[src/rtl/seg7_pkg.sv]
// Shared constants and types for the eight-digit seven-segment scanner.
package seg7_pkg;

  localparam int unsigned SEG_W      = 7;
  localparam int unsigned NIB_W      = 4;
  localparam int unsigned HALF_W     = 16;
  localparam int unsigned NUM_DIGITS = 8;

  // Segment bit positions within {g,f,e,d,c,b,a}
  localparam int unsigned SEG_A = 0;
  localparam int unsigned SEG_B = 1;
  localparam int unsigned SEG_C = 2;
  localparam int unsigned SEG_D = 3;
  localparam int unsigned SEG_E = 4;
  localparam int unsigned SEG_F = 5;
  localparam int unsigned SEG_G = 6;

  typedef logic [NIB_W-1:0] nibble_t;
  typedef logic [SEG_W-1:0] seg_t;

  localparam seg_t SEG_BLANK = 7'h00;

  // Element n holds the pattern for hex value n (listed F down to 0).
  localparam logic [15:0][SEG_W-1:0] HEX_SEG_TABLE = {
    7'h71, 7'h79, 7'h5E, 7'h39, 7'h7C, 7'h77, 7'h6F, 7'h7F,
    7'h07, 7'h7D, 7'h6D, 7'h66, 7'h4F, 7'h5B, 7'h06, 7'h3F
  };

  typedef struct packed {
    logic              hi;
    logic [HALF_W-1:0] data;
  } disp_wr_t;

  function automatic seg_t hex_to_seg(input nibble_t n);
    return HEX_SEG_TABLE[n];
  endfunction

endpackage

[src/rtl/seg7_scan_hex7seg.sv]
// Combinational hex digit to seven-segment pattern decoder.
module hex7seg
  import seg7_pkg::*;
(
  input  logic [NIB_W-1:0] i_hex,
  output logic [SEG_W-1:0] o_seg_c
);

  assign o_seg_c = hex_to_seg(i_hex);

endmodule

[src/rtl/seg7_scan.sv]
// Eight-digit multiplexed seven-segment driver: two 4-digit banks scanned in
// parallel, with leading-zero blanking and per-digit blinking.
module seg7_scan
  import seg7_pkg::*;
#(
  parameter int unsigned SCAN_DIV    = 25000,
  parameter int unsigned BLINK_SLOTS = 2000
) (
  input  logic              clk,
  input  logic              rst,
  input  logic              wr_en,
  input  logic              wr_hi,
  input  logic [HALF_W-1:0] wr_data,
  input  logic              blank_lz,
  input  logic [7:0]        blink_mask,
  output logic [7:0]        an,
  output logic [SEG_W-1:0]  seg_lo,
  output logic [SEG_W-1:0]  seg_hi
);

  localparam int unsigned PRE_W  = (SCAN_DIV > 1) ? $clog2(SCAN_DIV) : 1;
  localparam int unsigned BCNT_W = (BLINK_SLOTS > 1) ? $clog2(BLINK_SLOTS) : 1;

  logic [2*HALF_W-1:0] r_disp;
  logic [PRE_W-1:0]    r_pre;
  logic [1:0]          r_k;
  logic [BCNT_W-1:0]   r_bcnt;
  logic                r_bph;
  logic [7:0]          r_an;
  logic [SEG_W-1:0]    r_seg_lo;
  logic [SEG_W-1:0]    r_seg_hi;

  disp_wr_t                      w_wr;
  logic                          w_tick;
  logic                          w_bwrap;
  logic [1:0]                    w_k_next;
  logic [2:0]                    w_sel_lo;
  logic [2:0]                    w_sel_hi;
  logic [3:0]                    w_onehot;
  logic [NUM_DIGITS-1:0][NIB_W-1:0] w_digits;
  logic [NUM_DIGITS-1:0]         w_blank;
  logic                          w_above_nz;
  logic [SEG_W-1:0]              w_seg_lo_dec;
  logic [SEG_W-1:0]              w_seg_hi_dec;
  logic [7:0]                    w_an_nxt;
  logic [SEG_W-1:0]              w_seg_lo_nxt;
  logic [SEG_W-1:0]              w_seg_hi_nxt;

  assign w_wr     = '{hi: wr_hi, data: wr_data};
  assign w_tick   = (r_pre == PRE_W'(SCAN_DIV - 1));
  assign w_bwrap  = (r_bcnt == BCNT_W'(BLINK_SLOTS - 1));
  assign w_k_next = r_k + 2'd1;
  assign w_sel_lo = {1'b0, w_k_next};
  assign w_sel_hi = {1'b1, w_k_next};
  assign w_onehot = 4'b0001 << w_k_next;
  assign w_digits = r_disp;

  // Blank mask: a digit is dark when it and everything above it is zero, or when blinking off.
  always_comb begin
    w_above_nz = 1'b0;
    w_blank    = '0;
    for (int i = NUM_DIGITS - 1; i >= 0; i--) begin
      w_above_nz = w_above_nz | (w_digits[3'(i)] != '0);
      w_blank[3'(i)] = (blank_lz && (i != 0) && !w_above_nz) ||
                       (blink_mask[3'(i)] && r_bph);
    end
  end

  hex7seg u_dec_lo (
    .i_hex   (w_digits[w_sel_lo]),
    .o_seg_c (w_seg_lo_dec)
  );

  hex7seg u_dec_hi (
    .i_hex   (w_digits[w_sel_hi]),
    .o_seg_c (w_seg_hi_dec)
  );

  // Output values for the slot that begins at the next boundary.
  always_comb begin
    w_an_nxt     = '0;
    w_seg_lo_nxt = SEG_BLANK;
    w_seg_hi_nxt = SEG_BLANK;
    if (!w_blank[w_sel_lo]) begin
      w_an_nxt[3:0] = w_onehot;
      w_seg_lo_nxt  = w_seg_lo_dec;
    end
    if (!w_blank[w_sel_hi]) begin
      w_an_nxt[7:4] = w_onehot;
      w_seg_hi_nxt  = w_seg_hi_dec;
    end
  end

  always_ff @(posedge clk or negedge rst) begin
    if (!rst) begin
      r_disp <= '0;
    end else if (wr_en) begin
      if (w_wr.hi) r_disp[31:16] <= w_wr.data;
      else         r_disp[15:0]  <= w_wr.data;
    end
  end

  // Prescaler, slot index, blink timing and output registers.
  always_ff @(posedge clk or negedge rst) begin
    if (!rst) begin
      r_pre    <= '0;
      r_k      <= '0;
      r_bcnt   <= '0;
      r_bph    <= 1'b0;
      r_an     <= '0;
      r_seg_lo <= SEG_BLANK;
      r_seg_hi <= SEG_BLANK;
    end else begin
      r_pre <= w_tick ? '0 : r_pre + PRE_W'(1);
      if (w_tick) begin
        r_k      <= w_k_next;
        r_an     <= w_an_nxt;
        r_seg_lo <= w_seg_lo_nxt;
        r_seg_hi <= w_seg_hi_nxt;
        r_bcnt   <= w_bwrap ? '0 : r_bcnt + BCNT_W'(1);
        if (w_bwrap) r_bph <= ~r_bph;
      end
    end
  end

  assign an     = r_an;
  assign seg_lo = r_seg_lo;
  assign seg_hi = r_seg_hi;

endmodule
[config.mk]
export PLATFORM = sky130hd
export DESIGN_NAME = seg7_scan
export DESIGN_NICKNAME = d
export VERILOG_FILES = /design/src/rtl/seg7_pkg.sv /design/src/rtl/seg7_scan_hex7seg.sv /design/src/rtl/seg7_scan.sv
export SDC_FILE = /design/constraint.sdc
export NUM_CORES = 1
export LEC_CHECK = 0
export ABC_AREA = 1
export BUFFER_PORTS_ARGS = -buffer_cell sky130_fd_sc_hd__clkbuf_2
export CORE_MARGIN = 1.5
export CORE_UTILIZATION = 23
export CTS_CLUSTER_SIZE = 14
export DETAILED_ROUTE_END_ITERATION = 10
export PLACE_DENSITY_LB_ADDON = 0.1
export SLEW_MARGIN = 15
export SYNTH_ARGS = -nofsm -noshare
export SYNTH_HDL_FRONTEND = slang
export SYNTH_SLANG_ARGS = --single-unit
[constraint.sdc]
create_clock -name clk -period 2.75 [get_ports clk]
set_input_delay 0.4125 -clock clk [delete_from_list [all_inputs] [get_ports clk]]
set_output_delay 0.4125 -clock clk [all_outputs]
set_load 0.03 [all_outputs]
==> reports/qor.csv, run 1 <==
stage,metric,value,unit
die,area of the die,0.0211,sq mm
sta,# setup viols final,0,
synthesis,Post-synth top flop,dfrtp_1,
cts,Sink Count,83,
synthesis,synth top area cells,"dfrtp_1 45%, nand2_1 17%, nand3_1 7.0%, inv_1 5.9%, ha_1 5.1%",
synthesis,Synth Instances,631,
cts,Clock transition at path regs,0.06,ns
route,Avg WL per Cell,12.7,microns
sta,clk_skew,0.00894,ns
synthesis,Mapped Area,0.00465,sq mm
worst_hold_path,Hold Path Class,primary input to async pin,
sta,final critical-path setup slack,0.367,ns
layout,synthesis-to-finish area growth,17.6,%
global_routing,largest net degree at the start of global routing,44,
global_routing,total global-route track usage,12.0,%
die,FP Rows,51,
synthesis,top-count cell post-synth,nand2_1,
cts,CTS tree,built,
critical_path,Critical Path AT,2.60,ns
placement,RePlAce Congestion,0.810,
global_routing,grt total ovfl,0,
placement,Post-DP HPWL,8.71,mm
synthesis,Yosys warning count,0,
cts,clk root buf,clkbuf_16,
power,Lkg Pwr,0.00277,uW
global_routing,first-pass GRT wire length,20.4,mm
run,max_cap viols,0,
route,routed vias,4008,
critical_path,Critical Path Source Type,flip-flop,
power,VDD IR max,0.000283,V
critical_path,Reg-to-Reg End,seg_hi[1],
route,via/cell ratio,4.24,
sta,final period utilization,86.7,%
sta,RSZ-0062 raised after global routing,false,
cts,PostCTS Resize Cnt,0,
critical_path,r2r startpoint,r_k[1],
synthesis,asr flop ratio synth,100,%
die,die width,145,microns
cts,H-tree levels,3,
cts,Post-CTS Setup Bufs,0,
run_status,status,finished clean,
critical_path,critical path's slowest cell,a32oi_1,
critical_path,CP peak stage delay,0.43,ns
synthesis,top cell type's share of synthesized area,44.6,%
layout,antenna cells,0,
route,Routed Antenna Nets,0,
critical_path,"Req. time, crit path",2.97,ns
sta,Slew Limit Fails,0,
sta,final hold vios,0,
cts,Skew-Pair Late Insertion Delay,0.34,ns
layout,fraction of layout cells with a size suffix above 1,12.2,%
die,height of the die,145,microns
synthesis,sequential-to-total area share from yosys stat,44.6,%
sta,fmax,420,MHz
route,number of detailed-routing iterations run before antenna repair,4,
layout,final core occ,27.8,%
cts,Post-CTS Hold Fix Bufs,0,
synthesis,Post-Syn Nets,679,
critical_path,R2R depth,10,
die,IO Pins,51,
sta,min cycle time layout,2.38,ns
synthesis,Yosys top cell by area,dfrtp_1,
critical_path,FF-to-FF setup slack,0.37,ns
critical_path,nature of the critical path endpoint,flip-flop,
cts,Max clock buf depth,2,
layout,final net count,724,
global_routing,vias in the first global route,4034,
critical_path,CP cell instances,inv_1 > ha_1 > inv_1 > a21oi_1 > a32oi_1 > inv_1 > ha_1 > nand3_1 > a21oi_1 > a21oi_1,
layout,fillers,2180,
critical_path,Crit Path Max Fanout,4,
power,PnR Total Power,2870,uW
power,Cell Pwr Density,525,mW/mm^2
cts,TritonCTS buffer count,9,
route,final wirelength,12.0,mm
critical_path,critical path class,flip-flop to flip-flop,
synthesis,most instantiated cells after synthesis,"214 x nand2_1, 83 x dfrtp_1, 73 x inv_1",
placement,# port buffers,45,
die,Core Region,0.0197,sq mm
route,initial detailed-routing violation count,222,
global_routing,initial antenna violation count,0,
synthesis,Mean Syn Cell Area,7.37,sq um
synthesis,Seq cells post-synth,83,
synthesis,Unique masters post-synth,29,
sta,worst-margin pin slew,0.956,ns
placement,Place WS,0.332,ns
die,Initial Util,23.7,%
synthesis,number of synthesized flops with an enable pin,0,
sta,Rel. slew slack,36.1,%
sta,Setup TNS,0,ns
route,DRC Markers,0,
==> through the flow <==
step / instance area [sq um] / instances / hold WS [ns]
2_1_floorplan: 4650 / 631 / 0.117
3_3_place_gp: 5180 / 930 / 0.446
3_5_place_dp: 5180 / 930 / 0.454
4_1_cts: 5470 / 945 / 0.0842
5_1_grt: 5470 / 945 / 0.0999
6_report: 5470 / 945 / 0.0594
==> layout make-up <==
cell class	instances	area, sq um	area share (%)
Tap cell	265	332	6.06
Timing Repair Buffer	52	293	5.35
Sequential cell	83	2080	38.0
Multi-Input combinational cell	453	2190	40.0
Clock buffer	13	260	4.76
Clock inverter	2	35.0	0.640
Inverter	77	289	5.28
==> worst max path at each step <==
| stage | startpoint | endpoint | slack, ns | depth (start not counted) |
|---|---|---|---|---|
| 6_report | r_k[1] | seg_hi[1] | 0.37 | 10 |
| 5_1_grt | r_k[1] | seg_hi[1] | 0.05 | 10 |
| 4_1_cts | r_k[1] | seg_hi[1] | 0.31 | 10 |
| 3_5_place_dp | r_k[1] | seg_hi[1] | 0.33 | 10 |
| 3_3_place_gp | r_k[1] | seg_hi[3] | 0.39 | 11 |
| 2_1_floorplan | r_k[0] | seg_hi[3] | 0.31 | 13 |
==> registers in the layout, indices dropped and copies added, names as in the netlist <==
name / flops
r_disp: 32
an: 8
r_bcnt: 11
seg_lo: 7
r_k: 2
r_bph: 1
seg_hi: 7
r_pre: 15
==> cell usage in the layout, fill, tap and decap left out, types with 2 or more instances in the layout <==
cell type,Yosys,layout
or2_2,2,2
nand2_2,6,6
nor2_2,3,3
nand3_4,2,2
nor2_1,47,47
nor3_1,8,8
nand3b_1,4,4
dfrtp_1,83,83
clkbuf_8,0,2
clkbuf_1,5,2
nand4_1,9,9
o21ai_1,3,3
nand2_1,214,214
inv_2,4,4
clkbuf_2,0,44
a21oi_1,12,12
nand3_1,65,65
inv_1,73,73
clkbuf_16,0,9
xor2_1,7,7
buf_4,4,7
ha_1,19,19
o21ai_0,46,46
==> report_power, final <==
group          internal [uW]  total [uW]  switching [uW]  leakage [uW]
Combinational            107         312             205       0.00159
Sequential              1280        1320            34.8       0.00104
Clock                    748        1250             499      0.000146
==> critical path: cells and delay by family, from the launching register on <==
| family | cells | cell delay, ns |
|---|---|---|
| flops | 1 | 0.37 |
| compound gates | 4 | 0.73 |
| fa+ha+maj | 2 | 0.65 |
| buf+inv | 3 | 0.40 |
| simple gates | 1 | 0.11 |
==> routing by layer <==
metal	vias up	GRT usage [%]	share of wire, %
met5	-	0	0
met4	0	3.37	0.82
met3	7	2.67	2.8
met2	46	19.6	47
met1	1881	15.7	49
li1	2074	-	-
==> logic make-up after synthesis <==
family                     after synthesis  share of synthesized area [%]
AOI/OAI and AO/OA                       64                           7.02
xor gates and xnor gates                 8                           1.51
adders and majority gates               19                           5.11
buffers and inverters                   95                           8.34
DFF                                     83                           44.6
and+or+nand+nor                        362                           33.4
Note: power is estimated with default switching activity, not from simulation.
==> inputs of run 2 (changes only) <==
--- a/config.mk
+++ b/config.mk
@@ -9,6 +9,7 @@
 export BUFFER_PORTS_ARGS = -buffer_cell sky130_fd_sc_hd__clkbuf_2
 export CORE_MARGIN = 1.5
 export CORE_UTILIZATION = 23
+export CTS_BUF_LIST = sky130_fd_sc_hd__clkbuf_4
 export CTS_CLUSTER_SIZE = 14
 export DETAILED_ROUTE_END_ITERATION = 10
 export PLACE_DENSITY_LB_ADDON = 0.1
==> reports/qor.csv, run 2 (synthesis results as in run 1) <==
stage,metric,value,unit,change
layout,"commonest non-fill, non-tap cells in the layout","214 x nand2_1, 83 x dfrtp_1, 73 x inv_1",,unchanged
cts,Clock transition at path regs,0.13,ns,was 0.06 ns
cts,Sink Count,83,,unchanged
die,FP Rows,51,,unchanged
global_routing,first-pass GRT wire length,20.5,mm,was 20.4 mm
critical_path,nature of the critical path endpoint,flip-flop,,unchanged
sta,Rel. slew slack,36.0,%,was 36.1%
cts,PostCTS Resize Cnt,0,,unchanged
route,via/cell ratio,4.25,,was 4.24
die,Initial Util,23.7,%,unchanged
sta,final hold vios,0,,unchanged
sta,# setup viols final,0,,unchanged
worst_hold_path,Hold Path Stages,3,,
layout,"most common cell after layout, fill and taps aside",nand2_1,,unchanged
cts,Skew-Pair Late Insertion Delay,0.47,ns,was 0.34 ns
sta,final period utilization,87.0,%,was 86.7%
route,Routed Antenna Nets,0,,unchanged
route,final wirelength,11.9,mm,was 12.0 mm
die,Core Region,0.0197,sq mm,unchanged
cts,Post-CTS Hold Fix Bufs,1,,was 0
critical_path,critical path class,flip-flop to flip-flop,,unchanged
critical_path,Critical Path Source Type,flip-flop,,unchanged
route,DRC Markers,0,,unchanged
global_routing,vias in the first global route,4041,,"was 4,034"
run_status,status,finished clean,,unchanged
placement,# port buffers,45,,unchanged
cts,Post-CTS Setup Bufs,0,,unchanged
layout,final net count,725,,was 724
global_routing,total global-route track usage,12.0,%,about the same
critical_path,CP peak stage delay,0.42,ns,was 0.43 ns
route,number of detailed-routing iterations run before antenna repair,5,,was 4
sta,Slew Limit Fails,0,,unchanged
cts,Max clock buf depth,2,,unchanged
route,initial detailed-routing violation count,203,,was 222
power,VDD IR max,0.000186,V,was 0.000283 V
placement,RePlAce Congestion,0.810,,unchanged
critical_path,r2r startpoint,r_k[1],,unchanged
layout,max reg flops,32,,unchanged
sta,fmax,418,MHz,was 420 MHz
critical_path,CP cell instances,inv_1 > ha_1 > inv_1 > a21oi_1 > a32oi_1 > inv_1 > ha_1 > nand3_1 > a21oi_1 > a21oi_1,,unchanged
global_routing,largest net degree at the start of global routing,44,,unchanged
global_routing,grt total ovfl,0,,unchanged
power,PnR Total Power,2350,uW,was 2870 uW
critical_path,FF-to-FF setup slack,0.36,ns,was 0.37 ns
sta,min cycle time layout,2.39,ns,was 2.38 ns
cts,clk root buf,clkbuf_4,,was clkbuf_16
run,max_cap viols,0,,unchanged
worst_hold_path,hold path startpoint,wr_data[0],,
sta,Setup TNS,0,ns,unchanged
layout,Biggest register,r_disp,,unchanged
critical_path,R2R depth,10,,unchanged
layout,Largest regs,"r_disp x32, r_pre x15, r_bcnt x11",,unchanged
die,height of the die,145,microns,unchanged
die,area of the die,0.0211,sq mm,unchanged
die,IO Pins,51,,unchanged
critical_path,Crit Path Max Fanout,4,,unchanged
sta,worst-margin pin slew,0.957,ns,was 0.956 ns
cts,CTS tree,built,,unchanged
worst_hold_path,Hold Path Class,primary input to flip-flop,,was primary input to async pin
sta,clk_skew,0.0223,ns,was 0.00894 ns
layout,antenna cells,0,,unchanged
route,Avg WL per Cell,12.6,microns,was 12.7 microns
power,Lkg Pwr,0.00270,uW,was 0.00277 uW
worst_hold_path,worst hold endpoint,r_disp[0],,
critical_path,Reg-to-Reg End,seg_hi[1],,unchanged
placement,Post-DP HPWL,8.71,mm,unchanged
die,die width,145,microns,unchanged
critical_path,critical path's slowest cell,a32oi_1,,unchanged
layout,synthesis-to-finish area growth,14.2,%,was 17.6%
global_routing,initial antenna violation count,0,,unchanged
critical_path,"Req. time, crit path",3.09,ns,was 2.97 ns
cts,H-tree levels,3,,unchanged
critical_path,Critical Path AT,2.73,ns,was 2.60 ns
layout,fraction of layout cells with a size suffix above 1,12.2,%,about the same
power,Cell Pwr Density,443,mW/mm^2,was 525 mW/mm^2
sta,RSZ-0062 raised after global routing,false,,unchanged
cts,TritonCTS buffer count,9,,unchanged
route,routed vias,4025,,"was 4,008"
run 2: worst max path at each step:
stage,slack (ns),startpoint,endpoint
2_1_floorplan,0.31,r_k[0],seg_hi[3]
3_5_place_dp,0.33,r_k[1],seg_hi[1]
5_1_grt,0.03,r_k[1],seg_hi[1]
6_report,0.36,r_k[1],seg_hi[1]
3_3_place_gp,0.39,r_k[1],seg_hi[3]
4_1_cts,0.30,r_k[1],seg_hi[1]
run 2: report_power, final:
part / switching [uW] / total [uW] / internal (uW)
combinational: 205 / 313 / 108
sequential: 35.0 / 1310 / 1280
clock: 439 / 726 / 286
total: 679 / 2350 / 1670
run 2: per-layer routing:
layer  vias up  global-route usage (%)  wire length, microns
met5         -                       0                     0
li1       2081                       -                     -
met2        45                    19.6                  5610
met4         0                    3.37                   146
met3        10                    2.74                   324
met1      1889                    15.9                  5860
run 2: area by class of cell:
type,count,area (sq um)
Clock buffer,11,82.6
Clock inverter,4,42.5
Fill cell,2192,14300
Inverter,77,289
Multi-Input combinational cell,453,2190
Sequential cell,83,2080
Tap cell,265,332
Timing Repair Buffer,53,303
run 2: metrics by stage:
stage	setup WS, ns	hold slack, ns	util [%]	instance area [sq um]	cells
3_5_place_dp	0.332	0.454	26.3	5180	930
4_1_cts	0.295	0.148	27.0	5310	946
6_report	0.359	0.184	27.0	5310	946
3_3_place_gp	0.388	0.446	26.3	5180	930
5_1_grt	0.0255	0.143	27.0	5310	946
2_1_floorplan	0.305	0.117	-	4650	631
run 2: worst max-delay path, delay by kind of cell, from the launching register on:
family / cells / cell delay [ns]
AOI/OAI and AO/OA: 4 / 0.73
adders and majority gates: 2 / 0.64
DFF: 1 / 0.40
buffers and inverters: 3 / 0.40
and+or+nand+nor: 1 / 0.11
==> inputs of run 3 (changes only) <==
--- a/config.mk
+++ b/config.mk
@@ -13,6 +13,7 @@
 export CTS_CLUSTER_SIZE = 14
 export DETAILED_ROUTE_END_ITERATION = 10
 export PLACE_DENSITY_LB_ADDON = 0.1
+export REMOVE_ABC_BUFFERS = 1
 export SLEW_MARGIN = 15
 export SYNTH_ARGS = -nofsm -noshare
 export SYNTH_HDL_FRONTEND = slang
==> reports/qor.csv, run 3 (synthesis results as in run 1) <==
stage,metric,value,unit,change
sta,# setup viols final,0,,unchanged
power,Lkg Pwr,0.00273,uW,was 0.00270 uW
worst_hold_path,Hold Path Class,primary input to flip-flop,,unchanged
die,height of the die,145,microns,unchanged
power,VDD IR max,0.000216,V,was 0.000186 V
sta,RSZ-0062 raised after global routing,false,,unchanged
critical_path,crit-path leading delay family,adder cells,,was compound AO/OA/AOI/OAI gates
run_status,status,finished clean,,unchanged
sta,final hold vios,0,,unchanged
sta,final critical-path setup slack,0.415,ns,was 0.359 ns
critical_path,Crit path buffers/inverters,3,,unchanged
cts,Sink Count,83,,unchanged
cts,Skew-Pair Late Insertion Delay,0.47,ns,about the same
route,routed vias,3959,,"was 4,025"
die,die width,145,microns,unchanged
placement,# port buffers,45,,unchanged
layout,max reg flops,32,,unchanged
layout,Largest regs,"r_disp x32, r_pre x15, r_bcnt x11",,unchanged
layout,synthesis-to-finish area growth,16.0,%,was 14.2%
die,FP Rows,51,,unchanged
route,Avg WL per Cell,12.4,microns,was 12.6 microns
layout,"most common cell after layout, fill and taps aside",nand2_1,,unchanged
placement,RePlAce Congestion,0.778,,was 0.810
layout,final net count,725,,unchanged
cts,PostCTS Resize Cnt,0,,unchanged
cts,Post-CTS Setup Bufs,0,,unchanged
critical_path,critical path class,flip-flop to flip-flop,,unchanged
sta,fmax,428,MHz,was 418 MHz
layout,fraction of layout cells with a size suffix above 1,12.5,%,was 12.2%
cts,clk root buf,clkbuf_4,,unchanged
critical_path,critical path's slowest cell,a32oi_1,,unchanged
route,number of detailed-routing iterations run before antenna repair,4,,was 5
route,final wirelength,11.7,mm,was 11.9 mm
cts,CTS tree,built,,unchanged
layout,fin cells,947,,was 946
global_routing,largest net degree at the start of global routing,46,,was 44
cts,Clock transition at path regs,0.15,ns,was 0.13 ns
placement,Place WS,0.418,ns,was 0.332 ns
layout,Biggest register,r_disp,,unchanged
route,initial detailed-routing violation count,150,,was 203
layout,Finished Cell Area,0.00540,sq mm,was 0.00531 sq mm
critical_path,Critical Path AT,2.71,ns,was 2.73 ns
layout,antenna cells,0,,unchanged
cts,H-tree levels,3,,unchanged
die,area of the die,0.0211,sq mm,unchanged
critical_path,Critical Path Source Type,flip-flop,,unchanged
sta,Rel. slew slack,34.3,%,was 36.0%
sta,clk_skew,0.0172,ns,was 0.0223 ns
die,Core Region,0.0197,sq mm,unchanged
global_routing,initial antenna violation count,0,,unchanged
sta,min cycle time layout,2.34,ns,was 2.39 ns
sta,final period utilization,84.9,%,was 87.0%
die,Initial Util,23.7,%,unchanged
sta,Slew Limit Fails,0,,unchanged
placement,Post-DP HPWL,8.37,mm,was 8.71 mm
global_routing,total global-route track usage,11.7,%,was 12.0%
power,Cell Pwr Density,490,mW/mm^2,was 443 mW/mm^2
route,Routed Antenna Nets,0,,unchanged
cts,Max clock buf depth,2,,unchanged
route,via/cell ratio,4.18,,was 4.25
sta,WHS,0.167,ns,was 0.184 ns
route,DRC Markers,0,,unchanged
critical_path,"Req. time, crit path",3.12,ns,was 3.09 ns
global_routing,vias in the first global route,3963,,"was 4,041"
global_routing,first-pass GRT wire length,19.8,mm,was 20.5 mm
sta,worst-margin pin slew,0.984,ns,was 0.957 ns
placement,# placed instances,930,,unchanged
run,max_cap viols,0,,unchanged
die,IO Pins,51,,unchanged
cts,TritonCTS buffer count,9,,unchanged
layout,"commonest non-fill, non-tap cells in the layout","214 x nand2_1, 83 x dfrtp_1, 73 x inv_1",,unchanged
placement,dpl cell area,0.00518,sq mm,unchanged
global_routing,grt total ovfl,0,,unchanged
critical_path,nature of the critical path endpoint,flip-flop,,unchanged
critical_path,CP peak stage delay,0.43,ns,was 0.42 ns
critical_path,Crit Path Max Fanout,4,,unchanged
critical_path,CP cell instances,inv_1 > ha_1 > inv_1 > a21oi_1 > a32oi_1 > inv_1 > ha_1 > nand3_1 > nand3_1 > nand3_1 > nand2_1,,was inv_1 > ha_1 > inv_1 > a21oi_1 > a32oi_1 > inv_1 > ha_1 > nand3_1 > a21oi_1 > a21oi_1
-- run 3: final timing paths --
kind                                  start          to  slack [ns]  depth (start not counted)
worst max-delay path                 r_k[1]   seg_hi[3]        0.41                         11
worst min-delay path            wr_data[12]  r_disp[12]        0.17                          3
worst max register to register       r_k[1]   seg_hi[3]        0.41                         11
worst min register to register     r_pre[0]    r_pre[0]        0.48                          1
max in group asynchronous               rst   seg_lo[4]        1.65                          3
min in group asynchronous               rst    r_pre[7]        0.45                          2
-- run 3: repair_timing --
action | in CTS | in global routing
endpoints found under the hold margin | 38 | 0
hold buffers | 1 | 0
setup endpoints to repair | 0 | 0
-- run 3: per-layer routing --
layer / global-route usage [%] / wire [microns] / up-vias
li1: - / - / 2088
met1: 14.8 / 5750 / 1817
met2: 19.4 / 5460 / 49
met3: 3.84 / 410 / 5
met4: 2.70 / 91 / 0
met5: 0 / 0 / -
-- run 3: final cells by class --
class	instances	area [sq um]
Tap cell	265	332
Timing Repair Buffer	53	303
Multi-Input combinational cell	453	2190
Sequential cell	83	2080
Clock inverter	7	140
Fill cell	2236	14300
Clock buffer	9	67.6
Inverter	77	289
-- run 3: power breakdown --
part | switching, uW | leakage (uW) | internal [uW]
clock | 470 | 0.000104 | 550
sequential | 34.3 | 0.00104 | 1280
combinational | 201 | 0.00159 | 108
total | 705 | 0.00273 | 1940
-- run 3: tightest hold or removal path, cell delays in order --
cell and delay (ns):
clkbuf_2 0.08, inv_1 0.05, o21ai_0 0.07
-- run 3: stage by stage --
| stage | utilization, % | total power (uW) | setup TNS [ns] |
|---|---|---|---|
| 6_report | 27.5 | 2640 | 0 |
| 5_1_grt | 27.5 | 2810 | 0 |
| 4_1_cts | 27.5 | 2710 | 0 |
| 3_5_place_dp | 26.3 | 1650 | 0 |
| 3_3_place_gp | 26.3 | 1650 | 0 |
| 2_1_floorplan | - | 1540 | -0.604 |
